$ cat src/rtl/reram_op_sequencer.sv
// Operation sequencer for a 1T1R RRAM crossbar: READ, SET, RESET and FORM
// with a write-verify-retry loop, driving line selects, rail codes, pulse and
// sense-amp enables. All outputs are registered, decoded from next-state values.
module reram_op_sequencer #(
  parameter int unsigned ROWS      = 16,
  parameter int unsigned COLS      = 16,
  parameter int unsigned SETUP_CYC = 2,
  parameter int unsigned READ_CYC  = 4,
  parameter int unsigned SET_CYC   = 8,
  parameter int unsigned RESET_CYC = 8,
  parameter int unsigned FORM_CYC  = 200,
  parameter int unsigned DISCH_CYC = 2,
  parameter int unsigned MAX_RETRY = 3,
  localparam int unsigned IW = $clog2(ROWS),
  localparam int unsigned CW = $clog2(COLS)
) (
  input  logic            wb_clk_i,
  input  logic            wb_rst_i,
  input  logic            cmd_valid,
  output logic            cmd_ready,
  input  logic [1:0]      cmd_op,
  input  logic [IW-1:0]   cmd_row,
  input  logic [CW-1:0]   cmd_col,
  input  logic            sa_out,
  output logic [ROWS-1:0] wl_sel,
  output logic [COLS-1:0] bl_sel,
  output logic [COLS-1:0] sl_sel,
  output logic [1:0]      wl_vsel,
  output logic [1:0]      bl_vsel,
  output logic [1:0]      sl_vsel,
  output logic            pulse_en,
  output logic            sa_en,
  output logic            busy,
  output logic            rsp_valid,
  output logic            rsp_data,
  output logic            rsp_fail,
  output logic [3:0]      rsp_tries
);

  localparam int unsigned CNT_W = 8;

  typedef enum logic [2:0] {
    S_IDLE  = 3'd0,
    S_SETUP = 3'd1,
    S_PULSE = 3'd2,
    S_DISCH = 3'd3,
    S_RESP  = 3'd4
  } state_e;

  typedef enum logic [1:0] {
    OP_READ  = 2'd0,
    OP_SET   = 2'd1,
    OP_RESET = 2'd2,
    OP_FORM  = 2'd3
  } op_e;

  typedef enum logic {
    K_WR = 1'b0,
    K_RD = 1'b1
  } kind_e;

  // Rail codes: 0=V1 1=V2 2=V3 3=V4 (ground)
  localparam logic [1:0] V1 = 2'd0;
  localparam logic [1:0] V2 = 2'd1;
  localparam logic [1:0] V4 = 2'd3;

  state_e            state, state_n;
  kind_e             kind, kind_n;
  op_e               op, op_n;
  logic [IW-1:0]     row, row_n;
  logic [CW-1:0]     col, col_n;
  logic [CNT_W-1:0]  cnt, cnt_n;
  logic [3:0]        tries, tries_n;
  logic              sample, sample_n;
  logic              fail, fail_n;
  logic              out_of_range;
  logic              expect_lrs;
  logic              sel_active;
  logic [5:0]        rails;

  // Pulse width (minus one) of the op's own write pulse
  function automatic logic [CNT_W-1:0] wr_len(input op_e o);
    case (o)
      OP_SET:   wr_len = CNT_W'(SET_CYC - 1);
      OP_RESET: wr_len = CNT_W'(RESET_CYC - 1);
      OP_FORM:  wr_len = CNT_W'(FORM_CYC - 1);
      default:  wr_len = CNT_W'(READ_CYC - 1);
    endcase
  endfunction

  // Rail table {wl, bl, sl} for the active phase
  function automatic logic [5:0] rail_codes(input op_e o, input kind_e k);
    if (k == K_RD || o == OP_READ) rail_codes = {V2, V2, V4};
    else if (o == OP_RESET)        rail_codes = {V1, V4, V1};
    else                           rail_codes = {V2, V1, V4};
  endfunction

  assign out_of_range = (32'(cmd_row) >= ROWS) || (32'(cmd_col) >= COLS);
  assign expect_lrs   = (op != OP_RESET);

  // Next-state and datapath updates
  always_comb begin
    state_n  = state;
    kind_n   = kind;
    op_n     = op;
    row_n    = row;
    col_n    = col;
    cnt_n    = cnt;
    tries_n  = tries;
    sample_n = sample;
    fail_n   = fail;
    case (state)
      S_IDLE: begin
        if (cmd_valid) begin
          op_n    = op_e'(cmd_op);
          row_n   = cmd_row;
          col_n   = cmd_col;
          tries_n = 4'd0;
          if (out_of_range) begin
            state_n = S_RESP;
            fail_n  = 1'b1;
          end else begin
            state_n = S_SETUP;
            kind_n  = (op_e'(cmd_op) == OP_READ) ? K_RD : K_WR;
            cnt_n   = CNT_W'(SETUP_CYC - 1);
            fail_n  = 1'b0;
          end
        end
      end
      S_SETUP: begin
        if (cnt == '0) begin
          state_n = S_PULSE;
          if (kind == K_RD) begin
            cnt_n = CNT_W'(READ_CYC - 1);
          end else begin
            cnt_n   = wr_len(op);
            tries_n = tries + 4'd1;
          end
        end else begin
          cnt_n = cnt - CNT_W'(1);
        end
      end
      S_PULSE: begin
        if (cnt == '0) begin
          if (kind == K_RD) sample_n = sa_out;
          state_n = S_DISCH;
          cnt_n   = CNT_W'(DISCH_CYC - 1);
        end else begin
          cnt_n = cnt - CNT_W'(1);
        end
      end
      S_DISCH: begin
        if (cnt == '0) begin
          if (kind == K_WR) begin
            state_n = S_SETUP;
            kind_n  = K_RD;
            cnt_n   = CNT_W'(SETUP_CYC - 1);
          end else if (op == OP_READ || sample == expect_lrs) begin
            state_n = S_RESP;
            fail_n  = 1'b0;
          end else if (32'(tries) <= MAX_RETRY) begin
            state_n = S_SETUP;
            kind_n  = K_WR;
            cnt_n   = CNT_W'(SETUP_CYC - 1);
          end else begin
            state_n = S_RESP;
            fail_n  = 1'b1;
          end
        end else begin
          cnt_n = cnt - CNT_W'(1);
        end
      end
      S_RESP: begin
        state_n = S_IDLE;
      end
      default: begin
        state_n = S_IDLE;
      end
    endcase
  end

  assign sel_active = (state_n == S_SETUP) || (state_n == S_PULSE);
  assign rails      = rail_codes(op_n, kind_n);

  // State register and registered output decode
  always_ff @(posedge wb_clk_i) begin
    if (wb_rst_i) begin
      state     <= S_IDLE;
      kind      <= K_WR;
      op        <= OP_READ;
      row       <= '0;
      col       <= '0;
      cnt       <= '0;
      tries     <= '0;
      sample    <= 1'b0;
      fail      <= 1'b0;
      cmd_ready <= 1'b1;
      busy      <= 1'b0;
      wl_sel    <= '0;
      bl_sel    <= '0;
      sl_sel    <= '0;
      wl_vsel   <= V4;
      bl_vsel   <= V4;
      sl_vsel   <= V4;
      pulse_en  <= 1'b0;
      sa_en     <= 1'b0;
      rsp_valid <= 1'b0;
      rsp_data  <= 1'b0;
      rsp_fail  <= 1'b0;
      rsp_tries <= '0;
    end else begin
      state     <= state_n;
      kind      <= kind_n;
      op        <= op_n;
      row       <= row_n;
      col       <= col_n;
      cnt       <= cnt_n;
      tries     <= tries_n;
      sample    <= sample_n;
      fail      <= fail_n;
      cmd_ready <= (state_n == S_IDLE);
      busy      <= (state_n != S_IDLE);
      wl_sel    <= sel_active ? (ROWS'(1) << row_n) : '0;
      bl_sel    <= sel_active ? (COLS'(1) << col_n) : '0;
      sl_sel    <= sel_active ? (COLS'(1) << col_n) : '0;
      wl_vsel   <= sel_active ? rails[5:4] : V4;
      bl_vsel   <= sel_active ? rails[3:2] : V4;
      sl_vsel   <= sel_active ? rails[1:0] : V4;
      pulse_en  <= (state_n == S_PULSE);
      sa_en     <= (state_n == S_PULSE) && (kind_n == K_RD);
      rsp_valid <= (state_n == S_RESP);
      if (state_n == S_RESP) begin
        rsp_data  <= sample_n;
        rsp_fail  <= fail_n;
        rsp_tries <= tries_n;
      end
    end
  end

endmodule

$ cat config.mk
export PLATFORM = sky130hd
export DESIGN_NAME = reram_op_sequencer
export DESIGN_NICKNAME = d
export VERILOG_FILES = /design/src/rtl/reram_op_sequencer.sv
export SDC_FILE = /design/constraint.sdc
export NUM_CORES = 1
export LEC_CHECK = 0
export ABC_AREA = 1
export ABC_CLOCK_PERIOD_IN_PS = 1610
export BUFFER_PORTS_ARGS = -buffer_cell sky130_fd_sc_hd__buf_4
export CAP_MARGIN = 30
export CORE_ASPECT_RATIO = 1.25
export CORE_MARGIN = 3
export CORE_UTILIZATION = 50
export CTS_BUF_LIST = sky130_fd_sc_hd__clkbuf_4
export DETAILED_ROUTE_END_ITERATION = 10
export PLACE_DENSITY = 0.78
export SYNTH_ARGS = -nofsm -noshare
export SYNTH_HDL_FRONTEND = slang
export SYNTH_SLANG_ARGS = --single-unit
$ cat constraint.sdc
create_clock -name wb_clk_i -period 1.61 [get_ports wb_clk_i]
set_input_delay 0.2415 -clock wb_clk_i [delete_from_list [all_inputs] [get_ports wb_clk_i]]
set_output_delay 0.2415 -clock wb_clk_i [all_outputs]
set_load 0.02 [all_outputs]
==> results of run 1 <==
[how the worst max path moves through the flow]
stage | startpoint | to | depth (start not counted)
2_1_floorplan | cnt[0] | rsp_tries[0] | 12
3_3_place_gp | cnt[1] | sl_sel[0] | 10
3_5_place_dp | cnt[1] | wl_sel[14] | 10
4_1_cts | cnt[0] | sl_sel[10] | 11
5_1_grt | cnt[1] | wl_sel[10] | 10
6_report | cnt[1] | wl_sel[10] | 10
[cell families (layout without fill, tap and decap cells)]
| group | count (synthesis) | after routing | share of synthesized area |
|---|---|---|---|
| XOR/XNOR | 3 | 3 | 0.00806 |
| AO/OA/AOI/OAI | 47 | 47 | 0.0860 |
| buffers and inverters | 74 | 181 | 0.110 |
| flip-flops | 75 | 75 | 0.460 |
| adder cells (fa/ha/maj) | 2 | 2 | 0.00767 |
| AND/OR/NAND/NOR | 226 | 226 | 0.328 |
[layer usage]
layer / vias up / part of all wire
met5: - / 0
met4: 0 / 0.029
met3: 23 / 0.058
met2: 109 / 0.54
met1: 1436 / 0.37
li1: 1559 / -
[layout make-up]
cell class,instances,area share
multi-input combinational,278,0.360
sequential,75,0.341
timing repair buffer,116,0.205
inverter,49,0.0421
tap,85,0.0240
clock buffer,9,0.0152
clock inverter,7,0.0130
[stage by stage]
stage / worst slack [ns] / instances / utilization / hold WS, ns / total power, mW
floorplan: 0.000923 / 427 / - / 0.372 / 5.39
global placement: -0.0758 / 594 / 0.642 / 0.456 / 6.75
detailed placement: -0.109 / 594 / 0.642 / 0.459 / 6.83
CTS: -0.0339 / 615 / 0.679 / 0.0279 / 8.30
global route: -0.217 / 619 / 0.709 / 0.0434 / 9.62
finish: -0.114 / 619 / 0.709 / 0.0355 / 8.95
[power groups by stage]
| stage | Sequential, mW | Clock [mW] | Combinational, mW |
|---|---|---|---|
| 6_report | 2.48 | 1.07 | 5.39 |
| 4_1_cts | 2.46 | 1.09 | 4.75 |
| 3_5_place_dp | 2.48 | 0 | 4.36 |
| 3_3_place_gp | 2.46 | 0 | 4.29 |
| 5_1_grt | 2.53 | 1.19 | 5.91 |
| 2_1_floorplan | 2.64 | 0 | 2.75 |
[cell usage after synthesis (all sizes together) (3+ instances only)]
cell type / count
clkbuf: 4
or2: 9
nand4: 5
xor2: 3
inv: 48
nor3: 5
buf: 21
nand3: 42
a21oi: 15
nor2: 84
o21ai: 26
dfxtp: 75
nand2: 79
[state kept, by name (all words and copies together), names as in the netlist, 2 cells and up]
signal	cells
bl_vsel	2
wl_sel	16
sl_sel	16
tries	4
col	4
cnt	8
rsp_tries	4
state	3
row	4
op	2
[timing repair]
item | CTS | global route
gates resized for setup | 22 | 54
setup buffers | 5 | 3
hold endpoints to repair | 0 | 0
cloned | 0 | 1
pin swaps | 18 | 27
setup endpoints to repair | 55 | 58
[worst register-to-register path: stages (launching register included)]
cell and delay (ns):
dfxtp_2 0.35, inv_2 0.07, ha_4 0.17, nand2_4 0.06, nor2_4 0.24, nand3_2 0.16
nand3_2 0.10, nand2_2 0.09, nand2_8 0.12, nand3_4 0.15, nor2_1 0.16
[cells in the final DEF, fill, tap and decap left out, drive strengths merged, types with 5 or more instances in the layout]
cell,synthesis,final
buf,21,116
nor2,84,84
nand2,79,79
dfxtp,75,75
inv,48,53
nand3,42,42
o21ai,26,26
a21oi,15,15
clkbuf,4,9
or2,9,9
nand4,5,5
nor3,5,5
==> impl_results.md, run 1 <==
* Met2 Use GR at 0.381
* H-tree depth at 3
* Synth Net Count at around 440
* Post-route antenna net violation count at 0
* Clock power frac at 0.120
* DIE AREA at 7530 sq um
* Reg area at ~1500 sq um
* Total of max-cap violations at 0
* CTS Root Cell: clkbuf_4
* Power share of the combinational group at 0.603
* Worst Path Arrival at 2.09 ns
* Final worst slack at -0.114 ns
* Fill cells at 514
* RSZ-0062 raised after global routing: yes
* Area contributors post-synth: dfxtp_1 (46%), nor2_1 (9.1%), nand2_1 (8.7%)
* Sink Count at 75
* Layout area overhead at 35.9%
* Num ports at just under 80
* Initial DRC count at approximately 140
* Drt total wl at ~8000 microns
* Mean number of vias per cell at ~5.1
* Sequential share of power at 0.277
* Drt pass-1 iters at 4
* Global-route wire length before repair at 12600 microns
* Yosys top cell area share at 0.460
* CP Buf/Inv Count at 1
* Fmax at just under 600 MHz
* Status: finished with violations
* Row count at 32
* Avg Inst Size Synth at roughly 7.6 sq um
* CP Capture Type: flop
* Grt ovf at 0
* Internal at between 4 and 5 mW
* HP Class: input port to flop
* Worst hold start: sa_out
* FF+latch count, synth at between 70 and 80
* Busiest layer in global routing: met2
* Cell Area, Synth at ~3300 sq um
* Register area share after synthesis at 0.460
* Post-Synthesis Cells at 427
* Worst reg2reg endpoint: wl_sel[10]
* Final period util at 1.07
* Layout cells sized above 1 at 0.414
* Footprint of the multi-input gates at between 1500 and 2000 sq um
* Fin crit period at 1.72 ns
* Net Switching at between 4 and 5 mW
* CTS tree: built
* Core area at between 6000 and 7000 sq um
* Relative slew slack at 0.719
* Critical path type: flop to flop
* Die Y at a little under 100 microns
* Initial antenna violation count at 0
* Die Wd at approximately 78 microns
* Num CTS Buffers at 9
* Drt drc at 0
* Synth warnings at 0
* Critical-path cell list: inv_2, ha_4, nand2_4, nor2_4, nand3_2, nand3_2, nand2_2, nand2_8, nand3_4, nor2_1
* Clk_lat worst skew at approximately 0.44 ns
* Main synth FF type: dfxtp_1
* Leak at a little over 2 nW
* Hold Path Cell Cnt at 3
* Gpl congestion at slightly below 1
* Worst path max stage delay at about 0.35 ns
* Gr usage total at 0.211
* WL/cell at ~13 microns
* Critical Path Slowest Stage Cell: dfxtp_2
* Failing checks: setup timing
* R2R depth at 10
* Starting Density at 0.522
* IO buf count at roughly 80
* Hold_buf cts at 0
* Vias in the first global route at around 2900
* Max Clock Skew at between 0.02 and 0.03 ns
* Worst-path fanout max at 8
* M1 GR Usage at 0.215
* Worst Hold End: sample
* ANT cells at 0
* Sum Neg Setup Slack at -2.44 ns
* Unique masters post-synth at 37
* Setup Viol. Count Final at 39
* Post-placement cell area at around 4000 sq um
* Max-slew violation count at 0
* Nets at roughly 550
* Worst slew pin tran at 0.419 ns
* Peak VDD IR at 1.42 mV
* Post-synth EDFFs at 0
* Startpoint Class: flop
* R2R Path Start: cnt[1]
* Sw Ratio at 0.463
* CTS clk-pin slew, worst paths at approximately 0.15 ns
* Pin count of the biggest net entering global routing at 31
* Design area at approximately 4400 sq um
* Power per cell area at 2020 nW/um^2
* Async set-reset flop share out of synthesis at 0
* Fin. Hold Viols at 0
* Critical path's most frequent cell: nand3_2
* Via count at approximately 3100
* Worst reg2reg setup slack at -0.11 ns
* Top delay family on crit path: simple AND/OR/NAND/NOR gates
* Post-DP HPWL at about 5700 microns
* Max Buffers Root-to-Sink at 2
* Critical path data required time at 1.97 ns
* Yosys top cell by area: dfxtp_1
* Met3 usage at 0.0655
Note: power is estimated with default switching activity, not from simulation.
==> run 2, diff against run 1 <==
ABC_CLOCK_PERIOD_IN_PS = 2100   (was 1610)
CORE_UTILIZATION = 53   (was 50)
PLACE_DENSITY = 0.79   (was 0.78)
clock period = 2.1 ns   (was 1.61 ns; I/O delays follow)
==> impl_results.md, run 2 (synthesis gave the netlist of run 1 again) <==
* Max Buffers Root-to-Sink at 2 (unchanged)
* Internal at 3.04 mW (-37%)
* Sw Ratio at 0.466 (+0.00293)
* Mean number of vias per cell at 4.92 (-2.6%)
* Startpoint Class: flop
* Layout area overhead at 21.1%
* Hold_buf cts at 0 (unchanged)
* Critical path data required time at 2.44 ns (+0.47 ns)
* Clk_lat worst skew at 0.42 ns (-0.02 ns)
* Critical path type: flop to flop
* Hold Slack at 0.160 ns (+0.124 ns)
* Commonest non-fill, non-tap cell in the layout: buf_4
* Fill cells at 517 (+0.58%)
* Status: finished clean
* H-tree depth at 3 (unchanged)
* Power share of the combinational group at 0.506 (-0.097)
* Drt pass-1 iters at 4 (unchanged)
* RSZ-0062 raised after global routing: no
* Setup Viol. Count Final at 0 (-100%)
* HP Class: input port to flop
* Non-Filler Instances at 580 (-6.3%)
* Relative slew slack at 0.699 (-0.0203)
* CTS clk-pin slew, worst paths at 0.14 ns (about the same)
* Clock power frac at 0.163 (+0.043)
* ANT cells at 0 (unchanged)
* Row count at 31 (-3.1%)
* Core area at 5900 sq um (-5.6%)
* IO buf count at 78 (unchanged)
* Post-route antenna net violation count at 0 (unchanged)
* Max Clock Skew at 0.0222 ns (-0.00494 ns)
* Grt ovf at 0 (unchanged)
* Worst-path fanout max at 11 (+3)
* Die Y at 93.7 microns (-2.7%)
* Leak at 1.87 nW (-9.8%)
* CP Capture Type: flop
* Die Wd at 76.2 microns (-2.7%)
* Power per cell area at 1440 nW/um^2 (-28%)
* Gr usage total at 0.194 (-0.0175)
* Worst Path Arrival at 2.23 ns (+0.14 ns)
* Gpl congestion at 0.905 (-6.1%)
* Starting Density at 0.553 (+0.0310)
* CTS Root Cell: clkbuf_4
* Placed Cells at 564 (-5.1%)
* Sum Neg Setup Slack at 0 ns (+2.44 ns)
* Largest regs: sl_sel (16), wl_sel (16), cnt (8)
* Uppermost layer routed: met4
* Drt drc at 0 (unchanged)
* DIE AREA at 7140 sq um (-5.3%)
* Fin. Hold Viols at 0 (unchanged)
* Via count at 2854 (-8.7%)
* Drt total wl at 6610 microns (-18%)
* Sequential share of power at 0.331 (+0.054)
* Commonest cells after routing, fill and taps aside: buf_4 (80), nor2_1 (79), nand2_1 (76)
* Fmax at 529 MHz (-8.8%)
* CTS tree: built
* Initial DRC count at 110 (-23%)
* Net Switching at 2.66 mW (-36%)
* WL/cell at 11.4 microns (-13%)
* Peak VDD IR at 0.907 mV (-36%)
* Worst slew pin tran at 0.449 ns (+0.0303 ns)
* Initial antenna violation count at 0 (unchanged)
* Routed length on met3 at 349 microns (-25%)
* Vias in the first global route at 2547 (-13%)
* Num ports at 79 (unchanged)
* Sink Count at 75 (unchanged)
* Met2 routed WL at 3390 microns (-23%)
* Fin crit period at 1.89 ns (+0.166 ns)
* M1 WL at 2710 microns (-9.3%)
* Nets at 509 (-6.6%)
* Final period util at 0.900 (-0.171)
* Total of max-cap violations at 0 (unchanged)
* Post-DP HPWL at 5050 microns (-12%)
* Pin count of the biggest net entering global routing at 31 (unchanged)
* Layout cells sized above 1 at 0.257 (-0.157)
* Max-slew violation count at 0 (unchanged)
* Global-route wire length before repair at 11100 microns (-12%)
* Num CTS Buffers at 9 (unchanged)
[run 2: critical path, stage by stage, from the launching register on]
cell     delay (ns)
dfxtp_1        0.33
inv_1          0.10
ha_2           0.25
nand2_2        0.10
nor2_4         0.24
nand3_1        0.16
nand3_1        0.14
nand2_1        0.10
nand2_4        0.16
nand3_4        0.14
nor2_1         0.11
[run 2: power groups by stage]
stage          clock [mW]  sequential, mW  combinational (mW)
4_1_cts             0.952            1.88                2.89
6_report            0.930            1.88                2.89
3_3_place_gp            0            1.91                2.82
3_5_place_dp            0            1.92                2.87
5_1_grt              1.02            1.92                3.24
2_1_floorplan           0            2.02                2.11
[run 2: worst paths after layout]
kind / end / depth (start not counted) / slack [ns] / startpoint
max: sl_sel[14] / 10 / 0.21 / cnt[0]
min reg2reg: cnt[1] / 2 / 0.47 / cnt[1]
min: sample / 3 / 0.16 / sa_out
max reg2reg: sl_sel[14] / 10 / 0.21 / cnt[0]
[run 2: repair_timing]
| item | in CTS | in global routing |
|---|---|---|
| setup buffers | 0 | 0 |
| resized for setup | 0 | 2 |
| setup endpoints to repair | 0 | 4 |
[run 2: area by class of cell]
type,count,area [sq um],area share
Clock inverter,7,82.6,0.0209
Clock buffer,9,67.6,0.0171
Sequential cell,75,1500,0.380
Timing Repair Buffer,80,601,0.152
Tap cell,82,103,0.0260
Multi-Input combinational cell,278,1410,0.357
Inverter,49,184,0.0466
[run 2: metrics by stage]
step	instance area [sq um]	power (mW)	util	worst slack, ns
after floorplan	3260	4.13	-	0.460
after global placement	3790	4.73	0.643	0.278
after detailed placement	3790	4.79	0.643	0.195
after CTS	3940	5.72	0.668	0.159
after global routing	3950	6.18	0.670	0.0471
final	3950	5.70	0.670	0.209
[run 2: routing by layer]
layer | GRT usage | up-vias
met3 | 0.0518 | 14
met1 | 0.213 | 1281
met5 | 0 | -
met4 | 0.0937 | 0
li1 | - | 1476
met2 | 0.347 | 83
==> run 3, diff against run 2 <==
PLACE_DENSITY = default   (was 0.79)
PLACE_DENSITY_LB_ADDON = 0.15   (was default)
==> impl_results.md, run 3 (synthesis gave the netlist of run 1 again) <==
* Critical path data required time at 2.46 ns (+0.02 ns)
* Critical path type: flop to flop
* Core area at 5900 sq um (unchanged)
* Startpoint Class: flop
* Max-slew violation count at 0 (unchanged)
* Sw Ratio at 0.473 (+0.00662)
* Drt total wl at 6810 microns (+2.9%)
* Sequential share of power at 0.333 (+0.002)
* Hold_buf cts at 0 (unchanged)
* Global-route wire length before repair at 11800 microns (+6.7%)
* R2R Path Start: cnt[0]
* Num ports at 79 (unchanged)
* Net Switching at 2.68 mW (+0.64%)
* Leak at 1.87 nW (about the same)
* R2R depth at 12 (+2)
* Met3 usage at 0.0537 (+0.00192)
* Setup Viol. Count Final at 0 (unchanged)
* Layout cells sized above 1 at 0.256 (-0.00103)
* Final period util at 0.888 (-0.0121)
* Initial DRC count at 138 (+25%)
* Met2 Use GR at 0.374 (+0.0274)
* Peak VDD IR at 0.909 mV (+0.21%)
* Commonest cells after routing, fill and taps aside: buf_4 (82), nor2_1 (79), nand2_1 (76)
* Gpl congestion at 0.932 (+3.0%)
* Nets at 511 (+0.39%)
* Design area at 3930 sq um (-0.44%)
* IO buf count at 78 (unchanged)
* Max Clock Skew at 0.0205 ns (-0.00166 ns)
* Post-placement cell area at 3790 sq um (unchanged)
* RSZ-0062 raised after global routing: no
* Status: finished clean
* Total of max-cap violations at 0 (unchanged)
* Clock power frac at 0.144 (-0.019)
* Row count at 31 (unchanged)
* Relative slew slack at 0.710 (+0.0109)
* Starting Density at 0.553 (unchanged)
* M1 GR Usage at 0.214 (+0.00112)
* Fin crit period at 1.87 ns (-0.0254 ns)
* Mean number of vias per cell at 4.90 (-0.52%)
* Crit path launch: cnt[0]
* Grt ovf at 0 (unchanged)
* Power share of the combinational group at 0.523 (+0.017)
* Pin count of the biggest net entering global routing at 31 (unchanged)
* Max Buffers Root-to-Sink at 2 (unchanged)
* Initial antenna violation count at 0 (unchanged)
* WL/cell at 11.7 microns (+2.6%)
* Worst-path fanout max at 10 (-1)
* Drt pass-1 iters at 4 (unchanged)
* Num CTS Buffers at 9 (unchanged)
* Worst Path Arrival at 2.22 ns (about the same)
* Power per cell area at 1440 nW/um^2 (-0.33%)
* Post-route antenna net violation count at 0 (unchanged)
* Fin. Hold Viols at 0 (unchanged)
* ANT cells at 0 (unchanged)
* Drt drc at 0 (unchanged)
* CTS Root Cell: clkbuf_4
* Commonest non-fill, non-tap cell in the layout: buf_4
* Internal at 2.98 mW (-2.0%)
* Die Y at 93.7 microns (unchanged)
* Worst reg2reg setup slack at 0.23 ns (+0.03 ns)
* Die Wd at 76.2 microns (unchanged)
* H-tree depth at 3 (unchanged)
* Post-DP HPWL at 5160 microns (+2.3%)
* Clk_lat worst skew at 0.43 ns (about the same)
* CP Capture Type: flop
* Fmax at 536 MHz (+1.4%)
* CTS clk-pin slew, worst paths at 0.13 ns (about the same)
* Worst slew pin tran at 0.433 ns (-0.0162 ns)
* Worst reg2reg endpoint: sl_sel[5]
* Busiest layer in global routing: met2
* Sink Count at 75 (unchanged)
* Sum Neg Setup Slack at 0 ns (unchanged)
* Largest regs: sl_sel (16), wl_sel (16), cnt (8)
* Critical path destination: sl_sel[5]
* CTS tree: built
* DIE AREA at 7140 sq um (unchanged)
* HP Class: input port to flop
* Layout area overhead at 20.5%
* Via count at 2849 (-0.18%)
* Vias in the first global route at 2747 (+7.9%)
* Gr usage total at 0.204 (+0.0101)
==> run 3: worst min-delay path by stage <==
stage | from | depth (start not counted) | slack (ns) | to
detailed placement | cnt[1] | 2 | 0.46 | cnt[1]
global placement | cnt[1] | 2 | 0.45 | cnt[1]
global route | sa_out | 3 | 0.15 | sample
CTS | sa_out | 3 | 0.14 | sample
finish | sa_out | 3 | 0.16 | sample
floorplan | cnt[1] | 2 | 0.45 | cnt[1]
==> run 3: per-layer routing <==
metal | part of all wire | vias to the layer above
met3 | 0.058 | 17
li1 | - | 1477
met4 | 0.023 | 0
met1 | 0.40 | 1276
met2 | 0.52 | 79
met5 | 0 | -
==> run 3: repair_timing <==
action | CTS | global route
setup buffers | 0 | 2
gates resized for setup | 0 | 0
setup endpoints to repair | 0 | 24
==> run 3: critical path: stages, from the launching register on <==
cell and delay (ns):
dfxtp_1 0.35, inv_1 0.07, ha_1 0.27, nand2_2 0.12, nor2_4 0.06, buf_4 0.13
nand3_1 0.05, nand2_1 0.05, inv_1 0.09, nand2_4 0.12, nor2_8 0.22, nand3_4 0.15
nor2_1 0.11
==> run 3: through the flow <==
stage | total power [mW] | instances | setup WS, ns | hold slack, ns | utilization
2_1_floorplan | 4.13 | 427 | 0.460 | 0.445 | -
3_3_place_gp | 4.74 | 564 | 0.273 | 0.455 | 0.643
3_5_place_dp | 4.80 | 564 | 0.217 | 0.464 | 0.643
4_1_cts | 5.62 | 580 | 0.165 | 0.139 | 0.664
5_1_grt | 6.17 | 582 | 0.0103 | 0.152 | 0.667
6_report | 5.66 | 582 | 0.235 | 0.160 | 0.667
==> run 3: final cells by class <==
| cell class | instances | area, sq um |
|---|---|---|
| clock buffers | 9 | 67.6 |
| clock inverters | 7 | 57.6 |
| fillers | 521 | 1970 |
| inverters | 49 | 184 |
| multi-input cells | 278 | 1400 |
| flip-flops and latches | 75 | 1500 |
| well taps | 82 | 103 |
| repair buffers | 82 | 616 |
==> run 3: power groups by stage <==
stage	registers [mW]	clock network [mW]	logic, mW
global route	1.93	0.898	3.35
floorplan	2.02	0	2.11
finish	1.89	0.813	2.96
global placement	1.91	0	2.83
detailed placement	1.92	0	2.88
CTS	1.89	0.837	2.89
